## src/rtl/mbinit_pkg.sv

```systemverilog
// rtl/mbinit_pkg.sv - sideband message codes and MBINIT.REVERSALMB state encoding
package mbinit_pkg;

    localparam logic [3:0] MSG_NONE             = 4'd0;
    localparam logic [3:0] MSG_INIT_REQ         = 4'd1;
    localparam logic [3:0] MSG_INIT_RESP        = 4'd2;
    localparam logic [3:0] MSG_CLEAR_ERROR_REQ  = 4'd3;
    localparam logic [3:0] MSG_CLEAR_ERROR_RESP = 4'd4;
    localparam logic [3:0] MSG_RESULT_REQ       = 4'd5;
    localparam logic [3:0] MSG_RESULT_RESP      = 4'd6;
    localparam logic [3:0] MSG_DONE_REQ         = 4'd7;
    localparam logic [3:0] MSG_DONE_RESP        = 4'd8;

    typedef enum logic [4:0] {
        ST_IDLE,
        ST_CHK_BUSY_INIT,   ST_SEND_INIT,   ST_WAIT_INIT,
        ST_CHK_BUSY_CLEAR,  ST_SEND_CLEAR,  ST_WAIT_CLEAR,
        ST_PATTERN,
        ST_CHK_BUSY_RESULT, ST_SEND_RESULT, ST_WAIT_RESULT,
        ST_EVALUATE,
        ST_CHK_BUSY_DONE,   ST_SEND_DONE,   ST_WAIT_DONE,
        ST_DONE,
        ST_ERROR
    } state_t;

    function automatic logic is_wait(state_t s);
        return (s == ST_WAIT_INIT) || (s == ST_WAIT_CLEAR) ||
               (s == ST_WAIT_RESULT) || (s == ST_WAIT_DONE);
    endfunction

    // Request carried by each SEND_* state; MSG_NONE everywhere else.
    function automatic logic [3:0] send_msg(state_t s);
        case (s)
            ST_SEND_INIT:   return MSG_INIT_REQ;
            ST_SEND_CLEAR:  return MSG_CLEAR_ERROR_REQ;
            ST_SEND_RESULT: return MSG_RESULT_REQ;
            ST_SEND_DONE:   return MSG_DONE_REQ;
            default:        return MSG_NONE;
        endcase
    endfunction

endpackage

```

## src/rtl/reversalmb_module_if.sv

```systemverilog
// rtl/reversalmb_module_if.sv - sideband, pattern and status signals of the REVERSALMB initiator
interface reversalmb_module_if #(parameter int NUM_LANES = 16);

    logic [3:0]           i_Rx_SbMessage;
    logic                 i_msg_valid;
    logic                 i_Busy_SideBand;
    logic                 i_falling_edge_busy;
    logic                 i_pattern_done;
    logic [NUM_LANES-1:0] i_Rx_Result_logged;
    logic [3:0]           o_TX_SbMessage;
    logic                 o_ValidOutData_Module;
    logic                 o_Pattern_Gen_En;
    logic                 o_Lane_Reversal_En;
    logic                 o_MBINIT_REVERSALMB_Module_end;
    logic                 o_MBINIT_REVERSALMB_Error;

    modport master (
        input  i_Rx_SbMessage, i_msg_valid, i_Busy_SideBand, i_falling_edge_busy,
               i_pattern_done, i_Rx_Result_logged,
        output o_TX_SbMessage, o_ValidOutData_Module, o_Pattern_Gen_En,
               o_Lane_Reversal_En, o_MBINIT_REVERSALMB_Module_end, o_MBINIT_REVERSALMB_Error
    );

    modport slave (
        output i_Rx_SbMessage, i_msg_valid, i_Busy_SideBand, i_falling_edge_busy,
               i_pattern_done, i_Rx_Result_logged,
        input  o_TX_SbMessage, o_ValidOutData_Module, o_Pattern_Gen_En,
               o_Lane_Reversal_En, o_MBINIT_REVERSALMB_Module_end, o_MBINIT_REVERSALMB_Error
    );

endinterface

```

## src/rtl/lane_popcount.sv

```systemverilog
// rtl/lane_popcount.sv - combinational count of passing lanes
module lane_popcount #(
    parameter int NUM_LANES = 16,
    parameter int CW        = $clog2(NUM_LANES + 1)
) (
    input  logic [NUM_LANES-1:0] lanes_i,
    output logic [CW-1:0]        count_o
);

    always_comb begin
        count_o = '0;
        for (int i = 0; i < NUM_LANES; i++) begin
            count_o = count_o + CW'(lanes_i[i]);
        end
    end

endmodule

```

## src/rtl/reversalmb_module.sv

```systemverilog
// rtl/reversalmb_module.sv - MBINIT.REVERSALMB initiator FSM with one lane-reversal retry
module reversalmb_module
    import mbinit_pkg::*;
#(
    parameter int NUM_LANES      = 16,
    parameter int PASS_THRESHOLD = 9,
    parameter int TIMEOUT_CYCLES = 8000,
    parameter int CNT_W          = 13
) (
    input  logic CLK,
    input  logic rst_n,
    input  logic i_REPAIRVAL_end,
    reversalmb_module_if.master sb
);

    localparam int PW = $clog2(NUM_LANES + 1);

    state_t               state_q, state_d;
    logic [CNT_W-1:0]     tmo_cnt_q;
    logic [NUM_LANES-1:0] result_q;
    logic                 reversal_tried_q;
    logic [3:0]           tx_msg_q;
    logic                 tx_valid_q, pat_en_q, end_q, err_q;
    logic [PW-1:0]        pass_cnt;
    logic [3:0]           rx_msg;
    logic                 tmo_hit;

    lane_popcount #(.NUM_LANES(NUM_LANES), .CW(PW)) u_popcount (
        .lanes_i (result_q),
        .count_o (pass_cnt)
    );

    // An invalid cycle looks like "no message", so unqualified codes never match.
    assign rx_msg  = sb.i_msg_valid ? sb.i_Rx_SbMessage : MSG_NONE;
    assign tmo_hit = (tmo_cnt_q == CNT_W'(TIMEOUT_CYCLES - 1));

    always_comb begin
        state_d = state_q;
        case (state_q)
            ST_IDLE:            state_d = ST_CHK_BUSY_INIT;
            ST_CHK_BUSY_INIT:   if (!sb.i_Busy_SideBand) state_d = ST_SEND_INIT;
            ST_SEND_INIT:       if (sb.i_falling_edge_busy) state_d = ST_WAIT_INIT;
            ST_WAIT_INIT:       if (rx_msg == MSG_INIT_RESP) state_d = ST_CHK_BUSY_CLEAR;
                                else if (tmo_hit) state_d = ST_ERROR;
            ST_CHK_BUSY_CLEAR:  if (!sb.i_Busy_SideBand) state_d = ST_SEND_CLEAR;
            ST_SEND_CLEAR:      if (sb.i_falling_edge_busy) state_d = ST_WAIT_CLEAR;
            ST_WAIT_CLEAR:      if (rx_msg == MSG_CLEAR_ERROR_RESP) state_d = ST_PATTERN;
                                else if (tmo_hit) state_d = ST_ERROR;
            ST_PATTERN:         if (sb.i_pattern_done) state_d = ST_CHK_BUSY_RESULT;
            ST_CHK_BUSY_RESULT: if (!sb.i_Busy_SideBand) state_d = ST_SEND_RESULT;
            ST_SEND_RESULT:     if (sb.i_falling_edge_busy) state_d = ST_WAIT_RESULT;
            ST_WAIT_RESULT:     if (rx_msg == MSG_RESULT_RESP) state_d = ST_EVALUATE;
                                else if (tmo_hit) state_d = ST_ERROR;
            ST_EVALUATE: begin
                if (pass_cnt >= PW'(PASS_THRESHOLD)) state_d = ST_CHK_BUSY_DONE;
                else if (!reversal_tried_q)          state_d = ST_CHK_BUSY_CLEAR;
                else                                 state_d = ST_ERROR;
            end
            ST_CHK_BUSY_DONE:   if (!sb.i_Busy_SideBand) state_d = ST_SEND_DONE;
            ST_SEND_DONE:       if (sb.i_falling_edge_busy) state_d = ST_WAIT_DONE;
            ST_WAIT_DONE:       if (rx_msg == MSG_DONE_RESP) state_d = ST_DONE;
                                else if (tmo_hit) state_d = ST_ERROR;
            ST_DONE:            state_d = ST_DONE;
            ST_ERROR:           state_d = ST_ERROR;
            default:            state_d = ST_IDLE;
        endcase
        if (!i_REPAIRVAL_end) state_d = ST_IDLE;
    end

    always_ff @(posedge CLK or negedge rst_n) begin
        if (!rst_n) begin
            state_q          <= ST_IDLE;
            tmo_cnt_q        <= '0;
            result_q         <= '0;
            reversal_tried_q <= 1'b0;
            tx_msg_q         <= MSG_NONE;
            tx_valid_q       <= 1'b0;
            pat_en_q         <= 1'b0;
            end_q            <= 1'b0;
            err_q            <= 1'b0;
        end else begin
            state_q <= state_d;
            // Restart on each WAIT_* entry; outside WAIT_* the counter rests at zero.
            if (is_wait(state_d) && (state_d != state_q)) tmo_cnt_q <= '0;
            else if (is_wait(state_d))                    tmo_cnt_q <= tmo_cnt_q + 1'b1;
            else                                          tmo_cnt_q <= '0;
            if (state_q == ST_WAIT_RESULT && rx_msg == MSG_RESULT_RESP)
                result_q <= sb.i_Rx_Result_logged;
            // The retry flag doubles as the reversal enable; only an abort clears it.
            if (state_d == ST_IDLE)
                reversal_tried_q <= 1'b0;
            else if (state_q == ST_EVALUATE && state_d == ST_CHK_BUSY_CLEAR)
                reversal_tried_q <= 1'b1;
            tx_msg_q   <= send_msg(state_d);
            tx_valid_q <= (send_msg(state_d) != MSG_NONE);
            pat_en_q   <= (state_d == ST_PATTERN);
            end_q      <= (state_d == ST_DONE);
            err_q      <= (state_d == ST_ERROR);
        end
    end

    assign sb.o_TX_SbMessage                 = tx_msg_q;
    assign sb.o_ValidOutData_Module          = tx_valid_q;
    assign sb.o_Pattern_Gen_En               = pat_en_q;
    assign sb.o_Lane_Reversal_En             = reversal_tried_q;
    assign sb.o_MBINIT_REVERSALMB_Module_end = end_q;
    assign sb.o_MBINIT_REVERSALMB_Error      = err_q;

endmodule

```

## src/flat_wrapper.sv

```systemverilog
// flat-port wrapper written by rule: the top's interface ports become plain ports
module reversalmb_module_flat import mbinit_pkg::*;
#(
    parameter int NUM_LANES      = 16,
    parameter int PASS_THRESHOLD = 9,
    parameter int TIMEOUT_CYCLES = 8000,
    parameter int CNT_W          = 13
)
  (CLK, rst_n, i_REPAIRVAL_end, sb_i_Rx_SbMessage, sb_i_msg_valid, sb_i_Busy_SideBand, sb_i_falling_edge_busy, sb_i_pattern_done, sb_i_Rx_Result_logged, sb_o_TX_SbMessage, sb_o_ValidOutData_Module, sb_o_Pattern_Gen_En, sb_o_Lane_Reversal_En, sb_o_MBINIT_REVERSALMB_Module_end, sb_o_MBINIT_REVERSALMB_Error);
  reversalmb_module_if #(.NUM_LANES(NUM_LANES)) sb_i ();
  input  logic CLK;
  input  logic rst_n;
  input  logic i_REPAIRVAL_end;
  input wire logic [$bits(sb_i.i_Rx_SbMessage)-1:0] sb_i_Rx_SbMessage;
  input wire logic [$bits(sb_i.i_msg_valid)-1:0] sb_i_msg_valid;
  input wire logic [$bits(sb_i.i_Busy_SideBand)-1:0] sb_i_Busy_SideBand;
  input wire logic [$bits(sb_i.i_falling_edge_busy)-1:0] sb_i_falling_edge_busy;
  input wire logic [$bits(sb_i.i_pattern_done)-1:0] sb_i_pattern_done;
  input wire logic [$bits(sb_i.i_Rx_Result_logged)-1:0] sb_i_Rx_Result_logged;
  output wire logic [$bits(sb_i.o_TX_SbMessage)-1:0] sb_o_TX_SbMessage;
  output wire logic [$bits(sb_i.o_ValidOutData_Module)-1:0] sb_o_ValidOutData_Module;
  output wire logic [$bits(sb_i.o_Pattern_Gen_En)-1:0] sb_o_Pattern_Gen_En;
  output wire logic [$bits(sb_i.o_Lane_Reversal_En)-1:0] sb_o_Lane_Reversal_En;
  output wire logic [$bits(sb_i.o_MBINIT_REVERSALMB_Module_end)-1:0] sb_o_MBINIT_REVERSALMB_Module_end;
  output wire logic [$bits(sb_i.o_MBINIT_REVERSALMB_Error)-1:0] sb_o_MBINIT_REVERSALMB_Error;
  assign sb_i.i_Rx_SbMessage = sb_i_Rx_SbMessage;
  assign sb_i.i_msg_valid = sb_i_msg_valid;
  assign sb_i.i_Busy_SideBand = sb_i_Busy_SideBand;
  assign sb_i.i_falling_edge_busy = sb_i_falling_edge_busy;
  assign sb_i.i_pattern_done = sb_i_pattern_done;
  assign sb_i.i_Rx_Result_logged = sb_i_Rx_Result_logged;
  assign sb_o_TX_SbMessage = sb_i.o_TX_SbMessage;
  assign sb_o_ValidOutData_Module = sb_i.o_ValidOutData_Module;
  assign sb_o_Pattern_Gen_En = sb_i.o_Pattern_Gen_En;
  assign sb_o_Lane_Reversal_En = sb_i.o_Lane_Reversal_En;
  assign sb_o_MBINIT_REVERSALMB_Module_end = sb_i.o_MBINIT_REVERSALMB_Module_end;
  assign sb_o_MBINIT_REVERSALMB_Error = sb_i.o_MBINIT_REVERSALMB_Error;
  reversalmb_module #(.NUM_LANES(NUM_LANES), .PASS_THRESHOLD(PASS_THRESHOLD), .TIMEOUT_CYCLES(TIMEOUT_CYCLES), .CNT_W(CNT_W)) u_core (.CLK(CLK), .rst_n(rst_n), .i_REPAIRVAL_end(i_REPAIRVAL_end), .sb(sb_i));
endmodule
```

## config.mk

```make
export PLATFORM = sky130hd
export DESIGN_NAME = reversalmb_module_flat
export DESIGN_NICKNAME = d
export VERILOG_FILES = /design/src/rtl/mbinit_pkg.sv /design/src/rtl/reversalmb_module_if.sv /design/src/rtl/lane_popcount.sv /design/src/rtl/reversalmb_module.sv /design/src/flat_wrapper.sv
export SDC_FILE = /design/constraint.sdc
export NUM_CORES = 1
export LEC_CHECK = 0
export CAP_MARGIN = 25
export CORE_MARGIN = 2
export CORE_UTILIZATION = 30
export DETAILED_ROUTE_END_ITERATION = 8
export GPL_ROUTABILITY_DRIVEN = 0
export HOLD_SLACK_MARGIN = 0.12
export PLACE_DENSITY = 0.51
export SLEW_MARGIN = 5
export SYNTH_ARGS = -nofsm -noshare
export SYNTH_HDL_FRONTEND = slang
export SYNTH_HIERARCHICAL = 1
export SYNTH_SLANG_ARGS = --single-unit
```

## constraint.sdc

```tcl
create_clock -name CLK -period 10.15 [get_ports CLK]
set_input_delay 2.03 -clock CLK [delete_from_list [all_inputs] [get_ports CLK]]
set_output_delay 2.03 -clock CLK [all_outputs]
set_load 0.05 [all_outputs]
```

==> results_tabular.tex, run 1 <==
\begin{tabular}{lr}
\hline
Metric & Value \\
\hline
\multicolumn{2}{l}{\textbf{Run status}} \\
Status & completed \\
\multicolumn{2}{l}{\textbf{STA}} \\
Slew HR & 0.367 \\
Final count of pins violating max slew & 0 \\
Total Neg Setup Slack & 0 ns \\
Final period util & 0.567 \\
Final worst slack & 4.40 ns \\
Highest attainable clock frequency & 0.174 GHz \\
Fin. Hold Viols & 0 \\
Hold slack & 0.511 ns \\
Unrepaired setup endpoints after global routing & no \\
Pin slew with the least headroom to its limit & 0.950 ns \\
Clock Skews & 0.00442 ns \\
Shortest period the worst path allows & 5.75 ns \\
Final setup violating endpoints & 0 \\
\multicolumn{2}{l}{\textbf{Placement}} \\
Post-DP HPWL & 3.93 mm \\
Placed cells & 389 \\
I/O Buffers & 34 \\
Worst setup slack before clock tree synthesis & 4.37 ns \\
\multicolumn{2}{l}{\textbf{Power and ir drop}} \\
Combinational power share & 0.152 \\
Worst VDD drop & 0.0000826 V \\
Flop pwr share & 0.481 \\
Switching share of power & 0.259 \\
Clock Power Share & 0.366 \\
Pwr per Cell Area & 111 nW/um\^{}2 \\
Power dissipated by switching net loads & 0.0000916 W \\
Leakage power total & 1.35 nW \\
Cell-internal power & 0.000262 W \\
\multicolumn{2}{l}{\textbf{Synthesis}} \\
Commonest register cell after synthesis & sky130\_fd\_sc\_hd\_\_dfrtp\_1 \\
Avg Cell Area, Syn & 10.5 sq um \\
Nets in the synthesized netlist & 302 \\
Mapped cell area & 2720 sq um \\
Number of synthesized register bits & 41 \\
Yosys Warn Count & 6 \\
FFs w/ async S/R, synth & 1.00 \\
Number of enable-type register cells in the synthesized netlist & 0 \\
Share of synthesized area occupied by flip-flops and latches & 0.378 \\
Netlist cell types & 60 \\
Number of cells produced by synthesis & 259 \\
\multicolumn{2}{l}{\textbf{Critical path}} \\
Critical path arrival & 5.88 ns \\
Worst-path maximum fanout & 13 \\
R2R depth & 17 \\
CP most frequent cell & sky130\_fd\_sc\_hd\_\_fa\_1 \\
Largest stage delay on the critical path & 0.86 ns \\
Type of the setup path with the least slack & reg -> reg \\
Critical-path top delay cell & sky130\_fd\_sc\_hd\_\_a311oi\_2 \\
Required time reported for the critical path endpoint & 10.28 ns \\
Type of element launching the critical path & flop \\
Type of element capturing the critical path & flop \\
Ordered cell list for the critical path & inv\_1, fa\_1, fa\_1, fa\_1, fa\_1, inv\_1, ha\_1, inv\_1, fa\_1, inv\_1, or3\_1, a21oi\_1, nand2\_1, a2111oi\_4, mux2i\_1, a311oi\_2, nor4\_1 \\
\multicolumn{2}{l}{\textbf{Global routing}} \\
Number of antenna violations at the first check in global routing & 0 \\
Global-route wire length before repair & 9.56 mm \\
GRT Resource Usage Total & 0.120 \\
Grt ovf & 0 \\
Number of global-route vias before repair & 2,001 \\
Maximum number of pins on one net before global-route repair & 42 \\
\multicolumn{2}{l}{\textbf{Route}} \\
Number of search-and-repair iterations in the first detailed-routing pass & 4 \\
Final routed wirelength across all metal layers & 5.46 mm \\
Number of remaining DRC errors & 0 \\
Via Count & 1,968 \\
Average detailed-routed wire length per instance & 13.7 microns \\
Routed via count divided by cell count & 4.94 \\
1st-iter DRT viols & 106 \\
Remaining number of nets flagged by the antenna check after routing & 0 \\
\multicolumn{2}{l}{\textbf{Die}} \\
Floorplan die area & 9830 sq um \\
Y dimension of the die & 99.1 microns \\
FP Rows & 34 \\
Die outline width & 99.1 microns \\
Total I/O pin count & 36 \\
Std-Cell Core Area & 8760 sq um \\
Effective utilization at floorplan & 0.310 \\
\multicolumn{2}{l}{\textbf{CTS}} \\
CTS resizes & 0 \\
Master cell of the clock root buffer & sky130\_fd\_sc\_hd\_\_clkbuf\_8 \\
Clock latency on the worst-skew pair & 0.29 ns \\
Number of buffers between clock root and the deepest sink & 2 \\
Setup Buffers After CTS & 0 \\
Sinks on Clock Net & 41 \\
TritonCTS clock tree & yes \\
TritonCTS Buffers & 5 \\
Register clock-pin slew on the reported worst setup and hold paths & 0.08 ns \\
H-tree depth & 2 \\
Hold bufs inserted after CTS & 0 \\
\multicolumn{2}{l}{\textbf{Final layout}} \\
Share of the core filled with cells in the final layout & 0.363 \\
Non-filler cells in the finished layout & 398 \\
Diodes inserted & 0 \\
Share of layout cells above drive strength 1 & 0.141 \\
Multi-input combinational cell area & 1430 sq um \\
Area grow syn2layout & 17.0\% \\
Storage element area & 1030 sq um \\
Final nets & 332 \\
Fill cell count & 885 \\
\multicolumn{2}{l}{\textbf{Min path}} \\
Type of the most critical hold path & reg -> reg \\
Hold depth & 1 \\
\multicolumn{2}{l}{\textbf{Flow run}} \\
Maximum capacitance violations & 0 \\
\hline
\end{tabular}
routing by layer:
metal	track usage	wire, microns	up-vias
met5	0	0	-
met4	0.0316	34	0
met3	0.0232	240	2
met2	0.194	2650	35
met1	0.165	2530	972
li1	-	-	959
worst max-delay path, delay by kind of cell, from the launching register on:
family / cells / cell delay, ns
adder cells (fa/ha/maj): 6 / 2.55
multiplexers: 1 / 0.17
AO/OA/AOI/OAI: 3 / 1.69
flip-flops: 1 / 0.35
AND/OR/NAND/NOR: 3 / 0.62
buffers and inverters: 4 / 0.22
power by group through the flow:
stage	Combinational (W)	Sequential (W)	Clock, W
after floorplan	0.0000358	0.000172	0
after global placement	0.0000528	0.000174	0
after detailed placement	0.0000529	0.000173	0
after CTS	0.0000532	0.000170	0.000137
after global routing	0.0000600	0.000171	0.000145
final	0.0000540	0.000170	0.000130
final cells by class:
cell class,instances,area share
repair buffers,36,0.110
flip-flops and latches,41,0.323
well taps,108,0.0425
clock inverters,2,0.0122
clock buffers,6,0.0228
multi-input cells,173,0.451
inverters,32,0.0378
layout by cell type (no fill, tap or decap), drive strengths merged, types with 5 or more instances in the layout:
cell            n
nand2          11
nand3           5
xnor2          10
nor4           16
inv            32
clkdlybuf4s50  33
clkbuf          6
fa             10
nor2           18
dfrtp          41
a21oi           9
o21ai           7
mux2           16
ha              6
worst paths after layout:
kind / from / end / slack [ns]
max: u_core/result_q[5] / u_core/tmo_cnt_q[7] / 4.40
min: u_core/result_q[11] / u_core/result_q[11] / 0.51
max reg2reg: u_core/result_q[5] / u_core/tmo_cnt_q[7] / 4.40
min reg2reg: u_core/result_q[11] / u_core/result_q[11] / 0.51
max in group asynchronous: rst_n / u_core/state_q[4] / 7.71
min in group asynchronous: rst_n / u_core/tmo_cnt_q[2] / 1.87
state kept, by name, indices dropped and copies added (netlist names):
register,flops
u_core/tmo_cnt_q,13
u_core/sb.o_MBINIT_REVERSALMB_Module_end,1
u_core/state_q,5
u_core/sb.o_Pattern_Gen_En,1
u_core/result_q,16
u_core/sb.o_TX_SbMessage,3
u_core/sb.o_MBINIT_REVERSALMB_Error,1
u_core/sb.o_Lane_Reversal_En,1
cell families after synthesis:
family                     count (synthesis)  share of synthesized area
AOI/OAI and AO/OA                         40                      0.118
xor gates and xnor gates                  14                     0.0452
adders and majority gates                 16                      0.101
buffers and inverters                     45                     0.0940
DFF                                       41                      0.378
muxes                                     17                     0.0700
other                                      1                    0.00138
and+or+nand+nor                           85                      0.192
Yosys cell counts, types with 2 or more instances:
| cell type | instances | area [sq um] |
|---|---|---|
| sky130_fd_sc_hd__and3_1 | 2 | 12.5 |
| sky130_fd_sc_hd__xnor2_1 | 10 | 87.6 |
| sky130_fd_sc_hd__buf_4 | 2 | 15.0 |
| sky130_fd_sc_hd__nor2b_1 | 3 | 18.8 |
| sky130_fd_sc_hd__a211oi_1 | 2 | 15.0 |
| sky130_fd_sc_hd__clkbuf_1 | 3 | 11.3 |
| sky130_fd_sc_hd__nor4_1 | 15 | 93.8 |
| sky130_fd_sc_hd__a2111oi_4 | 2 | 55.1 |
| sky130_fd_sc_hd__ha_1 | 6 | 75.1 |
| sky130_fd_sc_hd__and3_2 | 2 | 15.0 |
| sky130_fd_sc_hd__xor2_1 | 4 | 35.0 |
| sky130_fd_sc_hd__nand2_1 | 11 | 41.3 |
| sky130_fd_sc_hd__mux2_2 | 16 | 180 |
| sky130_fd_sc_hd__clkbuf_8 | 4 | 55.1 |
| sky130_fd_sc_hd__o21a_1 | 2 | 15.0 |
| sky130_fd_sc_hd__nor3b_1 | 2 | 15.0 |
| sky130_fd_sc_hd__nor3_1 | 3 | 15.0 |
| sky130_fd_sc_hd__a21oi_1 | 8 | 40.0 |
| sky130_fd_sc_hd__o21ai_0 | 7 | 35.0 |
| sky130_fd_sc_hd__o41ai_1 | 2 | 17.5 |
| sky130_fd_sc_hd__inv_1 | 32 | 120 |
| sky130_fd_sc_hd__and2_1 | 3 | 18.8 |
| sky130_fd_sc_hd__nand3b_1 | 2 | 15.0 |
| sky130_fd_sc_hd__dfrtp_1 | 41 | 1030 |
| sky130_fd_sc_hd__buf_2 | 2 | 10.0 |
| sky130_fd_sc_hd__nand3_1 | 5 | 25.0 |
| sky130_fd_sc_hd__nand2b_1 | 2 | 12.5 |
| sky130_fd_sc_hd__nor4bb_1 | 4 | 40.0 |
| sky130_fd_sc_hd__nor2_1 | 18 | 67.6 |
| sky130_fd_sc_hd__fa_1 | 10 | 200 |
| sky130_fd_sc_hd__o22ai_1 | 2 | 12.5 |
| sky130_fd_sc_hd__or2b_2 | 2 | 17.5 |
| sky130_fd_sc_hd__o211ai_1 | 2 | 15.0 |
| sky130_fd_sc_hd__a31oi_1 | 2 | 12.5 |
stage by stage:
step           power (W)  instance area [sq um]
6_report        0.000354                   3180
5_1_grt         0.000376                   3180
4_1_cts         0.000360                   3170
3_3_place_gp    0.000226                   3060
2_1_floorplan   0.000208                   2720
3_5_place_dp    0.000226                   3060
No activity file was read; power rests on OpenSTA's default activity.
==> run 2: changes to the inputs <==
--- a/config.mk
+++ b/config.mk
@@ -11,7 +11,7 @@
 export DETAILED_ROUTE_END_ITERATION = 8
 export GPL_ROUTABILITY_DRIVEN = 0
 export HOLD_SLACK_MARGIN = 0.12
-export PLACE_DENSITY = 0.51
+export PLACE_DENSITY = 0.52
 export SLEW_MARGIN = 5
 export SYNTH_ARGS = -nofsm -noshare
 export SYNTH_HDL_FRONTEND = slang
==> constraint.sdc (replaced) <==
create_clock -name CLK -period 5.23 [get_ports CLK]
set_input_delay 1.046 -clock CLK [delete_from_list [all_inputs] [get_ports CLK]]
set_output_delay 1.046 -clock CLK [all_outputs]
set_load 0.05 [all_outputs]
==> results_tabular.tex, run 2 (synthesis results as in run 1) <==
\begin{tabular}{lr}
\hline
Metric & Value \\
\hline
\multicolumn{2}{l}{\textbf{Power and ir drop}} \\
Cell-internal power & 0.000542 W \\
Combinational power share & 0.205 \\
Clock Power Share & 0.358 \\
Worst VDD drop & 0.0000815 V \\
Switching share of power & 0.283 \\
Flop pwr share & 0.437 \\
Pwr per Cell Area & 215 nW/um\^{}2 \\
Power dissipated by switching net loads & 0.000214 W \\
Leakage power total & 1.43 nW \\
\multicolumn{2}{l}{\textbf{Route}} \\
Highest routed layer & met4 \\
Number of remaining DRC errors & 0 \\
Routed metal-1 wire length & 2.63 mm \\
Via Count & 2,028 \\
1st-iter DRT viols & 83 \\
Number of search-and-repair iterations in the first detailed-routing pass & 4 \\
Final routed wirelength across all metal layers & 5.95 mm \\
Average detailed-routed wire length per instance & 14.7 microns \\
Remaining number of nets flagged by the antenna check after routing & 0 \\
Routed via count divided by cell count & 5.00 \\
Met3 WL post-DR & 276 microns \\
Wire length on met2 & 2.90 mm \\
\multicolumn{2}{l}{\textbf{CTS}} \\
TritonCTS clock tree & yes \\
Master cell of the clock root buffer & sky130\_fd\_sc\_hd\_\_clkbuf\_8 \\
Clock latency on the worst-skew pair & 0.30 ns \\
TritonCTS Buffers & 5 \\
H-tree depth & 2 \\
Number of buffers between clock root and the deepest sink & 2 \\
Sinks on Clock Net & 41 \\
Register clock-pin slew on the reported worst setup and hold paths & 0.08 ns \\
\multicolumn{2}{l}{\textbf{Flow run}} \\
Maximum capacitance violations & 0 \\
\multicolumn{2}{l}{\textbf{Global routing}} \\
Maximum number of pins on one net before global-route repair & 42 \\
Number of global-route vias before repair & 2,021 \\
Grt ovf & 0 \\
GRT Resource Usage Total & 0.124 \\
Global-route wire length before repair & 9.74 mm \\
Number of antenna violations at the first check in global routing & 0 \\
\multicolumn{2}{l}{\textbf{Critical path}} \\
Type of element capturing the critical path & flop \\
Ordered cell list for the critical path & inv\_2, fa\_1, fa\_1, fa\_1, fa\_1, inv\_2, ha\_4, inv\_2, fa\_1, inv\_1, or3\_4, a21oi\_4, nand2\_2, a2111oi\_4, buf\_4, and4bb\_1, a311oi\_4, clkbuf\_16, nor4\_2 \\
Critical-path top delay cell & sky130\_fd\_sc\_hd\_\_fa\_1 \\
Critical path arrival & 5.45 ns \\
Largest stage delay on the critical path & 0.57 ns \\
Startpoint of the lowest-slack register-to-register path & u\_core/result\_q[1] \\
Type of the setup path with the least slack & reg -> reg \\
Type of element launching the critical path & flop \\
Worst-path maximum fanout & 6 \\
Required time reported for the critical path endpoint & 5.43 ns \\
CP Buf/Inv Count & 6 \\
Startpoint of the most critical setup path & u\_core/result\_q[1] \\
Cell class contributing the biggest share of worst-path delay & adder cells \\
CP most frequent cell & sky130\_fd\_sc\_hd\_\_fa\_1 \\
\multicolumn{2}{l}{\textbf{STA}} \\
Pin slew with the least headroom to its limit & 1.24 ns \\
Clock Skews & 0.00527 ns \\
Highest attainable clock frequency & 0.191 GHz \\
Total Neg Setup Slack & -0.0411 ns \\
Final period util & 1.00 \\
Unrepaired setup endpoints after global routing & yes \\
Hold slack & 0.497 ns \\
Fin. Hold Viols & 0 \\
Final setup violating endpoints & 3 \\
Shortest period the worst path allows & 5.25 ns \\
Final worst slack & -0.0159 ns \\
Final count of pins violating max slew & 0 \\
Slew HR & 0.175 \\
\multicolumn{2}{l}{\textbf{Die}} \\
Effective utilization at floorplan & 0.310 \\
Floorplan die area & 9830 sq um \\
Die outline width & 99.1 microns \\
Std-Cell Core Area & 8760 sq um \\
Total I/O pin count & 36 \\
FP Rows & 34 \\
Y dimension of the die & 99.1 microns \\
\multicolumn{2}{l}{\textbf{Final layout}} \\
Share of the core filled with cells in the final layout & 0.401 \\
Largest Register & u\_core/result\_q \\
Final nets & 340 \\
Most common cell after layout, fill and taps aside & sky130\_fd\_sc\_hd\_\_dfrtp\_1 \\
Area grow syn2layout & 29.4\% \\
Most frequent cells in the layout & sky130\_fd\_sc\_hd\_\_dfrtp\_1, sky130\_fd\_sc\_hd\_\_clkdlybuf4s50\_1, sky130\_fd\_sc\_hd\_\_inv\_1 \\
Diodes inserted & 0 \\
Flip-flop count of the largest register, all copies and words added & 16 \\
Final std cell area, no fill & 3510 sq um \\
Share of layout cells above drive strength 1 & 0.238 \\
Registers with the most flip-flops & u\_core/result\_q (16), u\_core/tmo\_cnt\_q (13), u\_core/state\_q (5) \\
\multicolumn{2}{l}{\textbf{Min path}} \\
Worst Min Path Start & u\_core/tmo\_cnt\_q[0] \\
Type of the most critical hold path & reg -> reg \\
\multicolumn{2}{l}{\textbf{Placement}} \\
I/O Buffers & 34 \\
Total cell area at the placement stage & 3100 sq um \\
Worst setup slack before clock tree synthesis & -0.298 ns \\
Post-DP HPWL & 4.05 mm \\
\multicolumn{2}{l}{\textbf{Run status}} \\
Violations in the final reports & setup timing \\
Status & finished with violations \\
\hline
\end{tabular}
-- run 2: cell count changes in the layout (fill, tap and decap cells not counted), sizes merged --
cell | before | now
buf | 3 | 10
clkbuf | 6 | 8
clkinv | 1 | 0
-- run 2: routing by layer --
metal | vias to the layer above | GRT usage
met4 | 0 | 0.0548
met3 | 12 | 0.0295
met2 | 49 | 0.197
met5 | - | 0
li1 | 977 | -
met1 | 990 | 0.160
-- run 2: final timing paths --
path	cells after the start	slack (ns)	endpoint
setup / recovery	19	-0.02	u_core/tmo_cnt_q[6]
hold / removal	1	0.50	u_core/tmo_cnt_q[0]
setup reg to reg	19	-0.02	u_core/tmo_cnt_q[6]
hold reg to reg	1	0.50	u_core/tmo_cnt_q[0]
max in group asynchronous	2	4.03	u_core/state_q[4]
min in group asynchronous	1	0.72	u_core/state_q[0]
-- run 2: through the flow --
step / instances / power, W
3_3_place_gp: 394 / 0.000444
5_1_grt: 406 / 0.000792
6_report: 406 / 0.000755
2_1_floorplan: 259 / 0.000403
3_5_place_dp: 394 / 0.000443
4_1_cts: 404 / 0.000731
-- run 2: power by group through the flow --
stage               clock network (W)  logic [W]  registers (W)
CTS                          0.000280   0.000121       0.000330
global placement                    0   0.000107       0.000337
floorplan                           0  0.0000695       0.000333
detailed placement                  0   0.000107       0.000336
finish                       0.000270   0.000155       0.000330
global route                 0.000292   0.000168       0.000331
-- run 2: layout make-up --
| class | instances | area, sq um |
|---|---|---|
| tap | 108 | 135 |
| clock inverter | 1 | 30.0 |
| fill | 875 | 5250 |
| clock buffer | 7 | 86.3 |
| multi-input combinational | 173 | 1660 |
| inverter | 32 | 120 |
| timing repair buffer | 44 | 460 |
| sequential | 41 | 1030 |
-- run 2: repair_timing --
item | in CTS | in global routing
endpoints found under the setup margin | 13 | 13
hold buffers | 0 | 0
gates cloned | 0 | 1
buffers inserted | 2 | 0
pin swaps | 3 | 18
gates resized for setup | 6 | 29
==> run 3: changes to the inputs <==
--- a/config.mk
+++ b/config.mk
@@ -12,6 +12,7 @@
 export GPL_ROUTABILITY_DRIVEN = 0
 export HOLD_SLACK_MARGIN = 0.12
 export PLACE_DENSITY = 0.52
+export REMOVE_ABC_BUFFERS = 1
 export SLEW_MARGIN = 5
 export SYNTH_ARGS = -nofsm -noshare
 export SYNTH_HDL_FRONTEND = slang
==> results_tabular.tex, run 3 (synthesis results as in run 1) <==
\begin{tabular}{lr}
\hline
Metric & Value \\
\hline
\multicolumn{2}{l}{\textbf{Run status}} \\
Status & finished with violations \\
Violations in the final reports & setup timing \\
\multicolumn{2}{l}{\textbf{STA}} \\
Final period util & 1.02 \\
Clock Skews & 0.00790 ns \\
Slew HR & 0.465 \\
Total Neg Setup Slack & -1.17 ns \\
Shortest period the worst path allows & 5.34 ns \\
Fin. Hold Viols & 0 \\
Unrepaired setup endpoints after global routing & yes \\
Highest attainable clock frequency & 0.187 GHz \\
Final setup violating endpoints & 13 \\
Final worst slack & -0.114 ns \\
Pin slew with the least headroom to its limit & 0.800 ns \\
Final count of pins violating max slew & 0 \\
\multicolumn{2}{l}{\textbf{Final layout}} \\
Non-filler cells in the finished layout & 406 \\
Fill cell count & 900 \\
Final std cell area, no fill & 3360 sq um \\
Registers with the most flip-flops & u\_core/result\_q (16), u\_core/tmo\_cnt\_q (13), u\_core/state\_q (5) \\
Diodes inserted & 0 \\
Largest Register & u\_core/result\_q \\
Final nets & 341 \\
Storage element area & 1030 sq um \\
Share of the core filled with cells in the final layout & 0.383 \\
Flip-flop count of the largest register, all copies and words added & 16 \\
Most common cell after layout, fill and taps aside & sky130\_fd\_sc\_hd\_\_dfrtp\_1 \\
Area grow syn2layout & 23.6\% \\
Multi-input combinational cell area & 1510 sq um \\
Most frequent cells in the layout & sky130\_fd\_sc\_hd\_\_dfrtp\_1, sky130\_fd\_sc\_hd\_\_clkdlybuf4s50\_1, sky130\_fd\_sc\_hd\_\_inv\_1 \\
Share of layout cells above drive strength 1 & 0.205 \\
\multicolumn{2}{l}{\textbf{Route}} \\
1st-iter DRT viols & 93 \\
Average detailed-routed wire length per instance & 14.8 microns \\
Routed via count divided by cell count & 4.99 \\
Final routed wirelength across all metal layers & 6.00 mm \\
Number of search-and-repair iterations in the first detailed-routing pass & 4 \\
Remaining number of nets flagged by the antenna check after routing & 0 \\
Number of remaining DRC errors & 0 \\
Via Count & 2,024 \\
\multicolumn{2}{l}{\textbf{CTS}} \\
Sinks on Clock Net & 41 \\
H-tree depth & 2 \\
Clock latency on the worst-skew pair & 0.29 ns \\
TritonCTS clock tree & yes \\
Number of buffers between clock root and the deepest sink & 2 \\
TritonCTS Buffers & 5 \\
Master cell of the clock root buffer & sky130\_fd\_sc\_hd\_\_clkbuf\_8 \\
Register clock-pin slew on the reported worst setup and hold paths & 0.08 ns \\
\multicolumn{2}{l}{\textbf{Power and ir drop}} \\
Leakage power total & 1.41 nW \\
Worst VDD drop & 0.000105 V \\
Pwr per Cell Area & 213 nW/um\^{}2 \\
\multicolumn{2}{l}{\textbf{Critical path}} \\
R2R depth & 19 \\
Largest stage delay on the critical path & 0.56 ns \\
Ordered cell list for the critical path & inv\_1, fa\_1, fa\_1, fa\_1, fa\_1, inv\_1, ha\_2, inv\_2, fa\_1, inv\_1, or3\_4, a21oi\_4, nand2\_2, a2111oi\_4, buf\_4, a211oi\_4, a311oi\_4, clkbuf\_16, nor4\_1 \\
Type of element launching the critical path & flop \\
Startpoint of the most critical setup path & u\_core/result\_q[5] \\
Required time reported for the critical path endpoint & 5.37 ns \\
Worst-path maximum fanout & 6 \\
Critical-path top delay cell & sky130\_fd\_sc\_hd\_\_fa\_1 \\
Worst reg-to-reg setup slack & -0.11 ns \\
Type of element capturing the critical path & flop \\
Critical Path End & u\_core/tmo\_cnt\_q[3] \\
Startpoint of the lowest-slack register-to-register path & u\_core/result\_q[5] \\
CP most frequent cell & sky130\_fd\_sc\_hd\_\_fa\_1 \\
Endpoint of the worst register-to-register path & u\_core/tmo\_cnt\_q[3] \\
Type of the setup path with the least slack & reg -> reg \\
Critical path arrival & 5.49 ns \\
\multicolumn{2}{l}{\textbf{Die}} \\
FP Rows & 34 \\
Y dimension of the die & 99.1 microns \\
Std-Cell Core Area & 8760 sq um \\
Effective utilization at floorplan & 0.310 \\
Total I/O pin count & 36 \\
Die outline width & 99.1 microns \\
Floorplan die area & 9830 sq um \\
\multicolumn{2}{l}{\textbf{Global routing}} \\
Grt ovf & 0 \\
Number of antenna violations at the first check in global routing & 0 \\
Global-route wire length before repair & 10.2 mm \\
Number of global-route vias before repair & 2,102 \\
Maximum number of pins on one net before global-route repair & 42 \\
Met1 usage & 0.167 \\
Met2 usage & 0.217 \\
Met3 capacity usage during global routing & 0.0253 \\
GR peak layer & met2 \\
GRT Resource Usage Total & 0.126 \\
\multicolumn{2}{l}{\textbf{Placement}} \\
Total cell area at the placement stage & 3090 sq um \\
Placed cells & 393 \\
I/O Buffers & 34 \\
Post-DP HPWL & 4.13 mm \\
\multicolumn{2}{l}{\textbf{Min path}} \\
Type of the most critical hold path & reg -> reg \\
\multicolumn{2}{l}{\textbf{Flow run}} \\
Maximum capacitance violations & 0 \\
\hline
\end{tabular}
## run 3: timing repair
| action | 4_1_cts | 5_1_grt |
|---|---|---|
| setup buffers | 3 | 1 |
| hold buffers | 0 | 0 |
| resized for setup | 3 | 12 |
| pin swaps | 2 | 1 |
| setup endpoints to repair | 13 | 13 |
| gates cloned | 0 | 1 |
## run 3: per-layer routing
layer  up-vias  routed length (microns)
li1        978                        -
met1      1019                     2720
met2        25                     3070
met3         2                      189
met4         0                       15
met5         -                        0
## run 3: final cells by class
| class | instances | share of cell area |
|---|---|---|
| inverter | 32 | 0.0358 |
| tap | 108 | 0.0403 |
| multi-input combinational | 173 | 0.450 |
| sequential | 41 | 0.306 |
| clock buffer | 5 | 0.0205 |
| timing repair buffer | 45 | 0.137 |
| clock inverter | 2 | 0.0104 |
## run 3: how the worst min path moves through the flow
| stage | from | endpoint | slack [ns] | cells after the start |
|---|---|---|---|---|
| floorplan | u_core/tmo_cnt_q[0] | u_core/tmo_cnt_q[0] | 0.47 | 1 |
| global placement | u_core/result_q[1] | u_core/result_q[1] | 0.49 | 1 |
| detailed placement | u_core/result_q[9] | u_core/result_q[9] | 0.49 | 1 |
| CTS | u_core/tmo_cnt_q[0] | u_core/tmo_cnt_q[0] | 0.51 | 1 |
| global route | rst_n | u_core/result_q[6] | 0.53 | 1 |
| finish | u_core/tmo_cnt_q[0] | u_core/tmo_cnt_q[0] | 0.50 | 1 |
## run 3: metrics by stage
stage	power, W	setup slack (ns)	hold WS, ns
floorplan	0.000390	-0.0383	0.467
global placement	0.000444	-0.241	0.488
detailed placement	0.000445	-0.353	0.493
CTS	0.000711	-0.0168	0.507
global route	0.000752	-0.337	0.530
finish	0.000715	-0.114	0.501
## run 3: power breakdown
| part | total [W] | internal (W) | leakage (nW) | switching, W |
|---|---|---|---|---|
| Combinational | 0.000136 | 0.0000635 | 0.785 | 0.0000722 |
| Clock | 0.000249 | 0.000139 | 0.0540 | 0.000110 |
| Sequential | 0.000330 | 0.000321 | 0.570 | 0.00000956 |
## run 3: worst max-delay path: cells and delay by family (launching register included)
family                     cells  cell delay, ns
AOI/OAI and AO/OA              4            1.07
adders and majority gates      6            2.62
buffers and inverters          6            0.64
DFF                            1            0.35
and+or+nand+nor                3            0.52
==> edit 1, RTL diff (config.mk and constraints of run 1) <==
`NUM_LANES` is set to 16 in 4 places; all go to 8.
--- a/src/rtl/reversalmb_module_if.sv
+++ b/src/rtl/reversalmb_module_if.sv
@@ -1,4 +1,4 @@
 // rtl/reversalmb_module_if.sv - sideband, pattern and status signals of the REVERSALMB initiator
-interface reversalmb_module_if #(parameter int NUM_LANES = 16);
+interface reversalmb_module_if #(parameter int NUM_LANES = 8);
 
     logic [3:0]           i_Rx_SbMessage;
--- a/src/rtl/lane_popcount.sv
+++ b/src/rtl/lane_popcount.sv
@@ -1,5 +1,5 @@
 // rtl/lane_popcount.sv - combinational count of passing lanes
 module lane_popcount #(
-    parameter int NUM_LANES = 16,
+    parameter int NUM_LANES = 8,
     parameter int CW        = $clog2(NUM_LANES + 1)
 ) (
--- a/src/rtl/reversalmb_module.sv
+++ b/src/rtl/reversalmb_module.sv
@@ -3,5 +3,5 @@
     import mbinit_pkg::*;
 #(
-    parameter int NUM_LANES      = 16,
+    parameter int NUM_LANES      = 8,
     parameter int PASS_THRESHOLD = 9,
     parameter int TIMEOUT_CYCLES = 8000,
--- a/src/flat_wrapper.sv
+++ b/src/flat_wrapper.sv
@@ -2,5 +2,5 @@
 module reversalmb_module_flat import mbinit_pkg::*;
 #(
-    parameter int NUM_LANES      = 16,
+    parameter int NUM_LANES      = 8,
     parameter int PASS_THRESHOLD = 9,
     parameter int TIMEOUT_CYCLES = 8000,
Interface: changed (resized sb_i_Rx_Result_logged); port bits go from 36 to 28. The function was not compared with the original's and may differ.
==> edit 1 against run 1 <==
  * Non-clock buffer count is 7 lower
  * Sequential cell count is 8 lower
  * Setup slack better by 1300 ps
  * Utilization is 1.2 points higher
  * Sequential power is 21% lower
  * Routed wire length is 8.2% lower
  * Combinational power is 39% lower
  * Final area is 15% lower
  * Die area is 16% lower
  * Largest power group unchanged
  * Synthesized area is 17% lower
  * Power is 16% lower
  * Critical path depth is 3 lower
  * Global-route usage is 1.1 points higher
==> edit 1: results (changes against run 1) <==
| Metric | Value |
|---|---|
| Slew at the pin closest to its max-slew limit | `560 ps (was 950 ps)` |
| Skew-Pair Late Insertion Delay | `290 ps (about the same)` |
| Leading cell types by total area after synthesis | `dfrtp_1, a211oi_2, mux2_2, inv_1, fa_1 (was dfrtp_1, fa_1, mux2_2, inv_1, nor4_1)` |
| Vias | `1,802 (was 1,968)` |
| Family of cells with the greatest summed delay on the critical path | `adder cells (unchanged)` |
| Critical path's slowest cell | `or4_4 (was a311oi_2)` |
| Clock-pin transition on the worst setup and hold timing paths | `about 70 ps` |
| Worst IR Drop VDD | `0.0454 mV (was 0.0826 mV)` |
| Synthesis warning total | `6 (unchanged)` |
| CTS max path bufs | `2 (unchanged)` |
| Fraction of the mapped netlist area in adder cells | `5.77% (was 10.1%)` |
| Dominant combinational cell family by area after synthesis | `simple AND/OR/NAND/NOR gates (unchanged)` |
| CTS buffer count | `5 (unchanged)` |
| Worst endpoint data arrival time | `4600 ps (was 5880 ps)` |
| Share of synthesized area occupied by flip-flops and latches | `36.6% (was 37.8%)` |
| Number of levels the H-tree was split into | `2 (unchanged)` |
| Ys flop type | `dfrtp_1 (unchanged)` |
| Largest fanout on the critical path | `13 (unchanged)` |
| Largest net degree at the start of global routing | `34 (was 42)` |
| Port bufs | `26 (was 34)` |
| Drt first pass iters | `4 (unchanged)` |
| Mux share of post-synthesis cell area | `3.99% (was 7.00%)` |
| Post-CTS Repair Setup Buffers | `0 (unchanged)` |
| # fillers | `771 (was 885)` |
| Fraction of layout cells with a size suffix above 1 | `17.0% (was 14.1%)` |
| Library cell used as clock root buffer | `clkbuf_8 (unchanged)` |
| Unique cell type count in the Yosys netlist | `59 (was 60)` |
| Number of placed instances with taps included | `344 (was 389)` |
| GRT Resource Usage Total | `13.1% (was 12.0%)` |
| Sequential Area | `826 um2 (was 1030 um2)` |
| Type of the most critical hold path | `flip-flop to flip-flop (unchanged)` |
| Wire length of the first global-routing pass | `8730 um (was 9560 um)` |
| Leakage power | `1.09 nW (was 1.35 nW)` |
| XOR/XNOR share of the synthesized area | `4.66% (was 4.52%)` |
| WL per Instance | `14.2 um (was 13.7 um)` |
| CP max stage delay | `680 ps (was 860 ps)` |
| Vias per cell | `5.12 (was 4.94)` |
| Area fraction in compound gates after synthesis | `17.5% (was 11.8%)` |
| Most frequent cells after synthesis | `dfrtp_1, inv_1, nor2_1 (unchanged)` |
| Final net count | `279 (was 332)` |
| Initial drt markers | `78 (was 106)` |
| Antenna cell count | `0 (unchanged)` |
| Final HPWL DP | `3580 um (was 3930 um)` |
| Mapped Cells | `228 (was 259)` |
| Largest regs | `u_core/tmo_cnt_q x13, u_core/result_q x8, u_core/state_q x5 (was u_core/result_q x16, u_core/tmo_cnt_q x13, u_core/state_q x5)` |
| Post-Synthesis Net Count | `255 (was 302)` |
| Final worst clock skew | `6.60 ps (was 4.42 ps)` |
| Status | `completed (unchanged)` |
| Share of synthesized flip-flops with an asynchronous set or reset | `100% (unchanged)` |
[edit 1: worst paths after layout]
path / start / end / slack, ps / depth (start not counted)
hold / removal: u_core/tmo_cnt_q[0] / u_core/tmo_cnt_q[0] / 500 / 1
setup / recovery: u_core/result_q[0] / u_core/tmo_cnt_q[12] / 5730 / 14
hold reg to reg: u_core/tmo_cnt_q[0] / u_core/tmo_cnt_q[0] / 500 / 1
setup reg to reg: u_core/result_q[0] / u_core/tmo_cnt_q[12] / 5730 / 14
min in group asynchronous: rst_n / u_core/sb.o_MBINIT_REVERSALMB_Module_end / 2140 / 2
max in group asynchronous: rst_n / u_core/tmo_cnt_q[8] / 7690 / 2
[edit 1: metal layers]
layer  wire (um)  share of wire (%)  track usage (%)
met5           0                  0                0
met3         220                4.4             3.26
met4         104                2.1             5.90
met1        2410                 48             18.0
met2        2280                 45             19.4
[edit 1: per-stage QoR]
stage,area (um2),setup WS [ps],total power [mW]
3_3_place_gp,2600,5580,0.171
6_report,2720,5730,0.297
3_5_place_dp,2600,5530,0.171
4_1_cts,2720,5660,0.302
2_1_floorplan,2260,6080,0.156
5_1_grt,2720,5470,0.312
[edit 1: layout make-up]
| class | instances | share of cell area [%] |
|---|---|---|
| timing repair buffer | 29 | 10.4 |
| multi-input combinational | 161 | 47.3 |
| sequential | 33 | 30.4 |
| tap | 99 | 4.56 |
| inverter | 22 | 3.04 |
| clock buffer | 7 | 3.18 |
| clock inverter | 1 | 1.11 |
[edit 1: power by group]
group	switching, mW	leakage [nW]	total [mW]	internal, mW
logic	0.0192	0.571	0.0330	0.0138
clock network	0.0482	0.0585	0.128	0.0800
registers	0.00297	0.459	0.135	0.132
total	0.0703	1.09	0.297	0.226
==> edit 2, RTL diff (settings of run 1) <==
Made on the original files. Register the input `i_REPAIRVAL_end` before use, with the module's reset. The logic sees it one clock later. The other inputs are not delayed to match.
--- a/src/rtl/reversalmb_module.sv
+++ b/src/rtl/reversalmb_module.sv
@@ -15,4 +15,14 @@
 
     localparam int PW = $clog2(NUM_LANES + 1);
+
+    logic i_REPAIRVAL_end_q;
+
+    always_ff @(posedge CLK or negedge rst_n) begin
+        if (!rst_n) begin
+            i_REPAIRVAL_end_q <= '0;
+        end else begin
+            i_REPAIRVAL_end_q <= i_REPAIRVAL_end;
+        end
+    end
 
     state_t               state_q, state_d;
@@ -65,5 +75,5 @@
             default:            state_d = ST_IDLE;
         endcase
-        if (!i_REPAIRVAL_end) state_d = ST_IDLE;
+        if (!i_REPAIRVAL_end_q) state_d = ST_IDLE;
     end
 
Check against the original RTL: not equivalent (Yosys sat finds a counterexample within 4 cycles, from zero or initial values and one cycle with rst_n low).
==> edit 2 against run 1 <==
  * Synthesized area increased by 0.41%
  * Setup slack improved by 360 ps
  * Sequential cell count increased by 1
  * Final area increased by 2.8%
  * Routed wire length increased by 2.6%
  * Global-route usage increased by 0.10 points
  * Critical endpoint is now u_core/tmo_cnt_q[1]
  * Power increased by 19%
  * Hold slack got worse by 13 ps
==> edit 2: results (changes against run 1) <==
| Metric | Value |
|---|---|
| Status | `completed (unchanged)` |
| Number of placed instances with taps included | `387 (was 389)` |
| Unique cell type count in the Yosys netlist | `61 (was 60)` |
| WHS Endpoint | `u_core/tmo_cnt_q[0] (was u_core/result_q[11])` |
| Hold_sp | `u_core/tmo_cnt_q[0] (was u_core/result_q[11])` |
| Area fraction in compound gates after synthesis | `9.22% (was 11.8%)` |
| Worst IR Drop VDD | `0.0506 mV (was 0.0826 mV)` |
| Mux share of post-synthesis cell area | `6.98% (was 7.00%)` |
| Wire length of the first global-routing pass | `9670 um (was 9560 um)` |
| Most frequent cells after synthesis | `dfrtp_1, inv_1, mux2_2 (was dfrtp_1, inv_1, nor2_1)` |
| Final HPWL DP | `4060 um (was 3930 um)` |
| Leading cell types by total area after synthesis | `dfrtp_1, fa_1, mux2_2, inv_1, nor3_2 (was dfrtp_1, fa_1, mux2_2, inv_1, nor4_1)` |
| Largest net degree at the start of global routing | `43 (was 42)` |
| Number of global-route vias before repair | `1,991 (was 2,001)` |
| Vias per cell | `4.89 (was 4.94)` |
| Worst endpoint data arrival time | `5590 ps (was 5880 ps)` |
| Critical path's slowest cell | `fa_1 (was a311oi_2)` |
| Post-Synthesis Net Count | `300 (was 302)` |
| Worst hold margin | `498 ps (was 511 ps)` |
| Final net count | `330 (was 332)` |
| Final worst clock skew | `9.32 ps (was 4.42 ps)` |
| Fraction of the mapped netlist area in adder cells | `10.1% (about the same)` |
| Flop-to-flop setup slack | `4760 ps (was 4400 ps)` |
| CP max stage delay | `540 ps (was 860 ps)` |
| Aggregate routed wire length | `5600 um (was 5460 um)` |
| Worst flop-to-flop path endpoint | `u_core/tmo_cnt_q[1] (was u_core/tmo_cnt_q[7])` |
| GRT Resource Usage Total | `12.1% (was 12.0%)` |
| Start of the worst register-to-register path | `u_core/result_q[7] (was u_core/result_q[5])` |
| Net switching power | `0.119 mW (was 0.0916 mW)` |
| XOR/XNOR share of the synthesized area | `4.18% (was 4.52%)` |
| Relative slew margins | `49.1% (was 36.7%)` |
| WL per Instance | `14.2 um (was 13.7 um)` |
| Mean post-synth cell area | `10.6 um2 (was 10.5 um2)` |
| # fillers | `887 (was 885)` |
| R2r worst-path depth | `15 (was 17)` |
| Placed cell areas | `3110 um2 (was 3060 um2)` |
## edit 2: cell types whose count changed after synthesis, sizes merged, moves of 3 or more
| cell | run 1 | this run |
|---|---|---|
| nor2 | 18 | 14 |
| nor4 | 16 | 2 |
| nor3 | 3 | 15 |
| and2b | 1 | 4 |
| nor4bb | 4 | 0 |
| inv | 32 | 25 |
| a2111oi | 3 | 0 |
| clkbuf | 7 | 2 |
| buf | 5 | 10 |
| nor3b | 2 | 7 |
## edit 2: routing by layer
| metal | part of all wire, % | GRT usage, % | up-vias |
|---|---|---|---|
| met4 | 0.43 | 2.53 | 0 |
| met2 | 49 | 19.5 | 33 |
| met1 | 47 | 16.9 | 958 |
| li1 | - | - | 944 |
| met3 | 3.2 | 2.39 | 2 |
| met5 | 0 | 0 | - |
## edit 2: through the flow
stage	setup WS [ps]	utilization, %
final	4760	37.3
after global routing	4530	37.3
after floorplan	5020	-
after global placement	4820	35.5
after CTS	4720	37.0
after detailed placement	4720	35.5
## edit 2: area by class of cell
class / count / share of cell area, %
tap: 108 / 4.14
clock inverter: 3 / 2.11
clock buffer: 5 / 2.11
inverter: 25 / 2.87
sequential: 42 / 32.2
multi-input combinational: 178 / 45.7
timing repair buffer: 35 / 10.9
## edit 2: power groups by stage
stage / clock, mW / sequential (mW) / combinational (mW)
CTS: 0.166 / 0.181 / 0.0822
global route: 0.174 / 0.182 / 0.0908
floorplan: 0 / 0.181 / 0.0632
global placement: 0 / 0.185 / 0.0817
finish: 0.160 / 0.181 / 0.0821
detailed placement: 0 / 0.185 / 0.0817
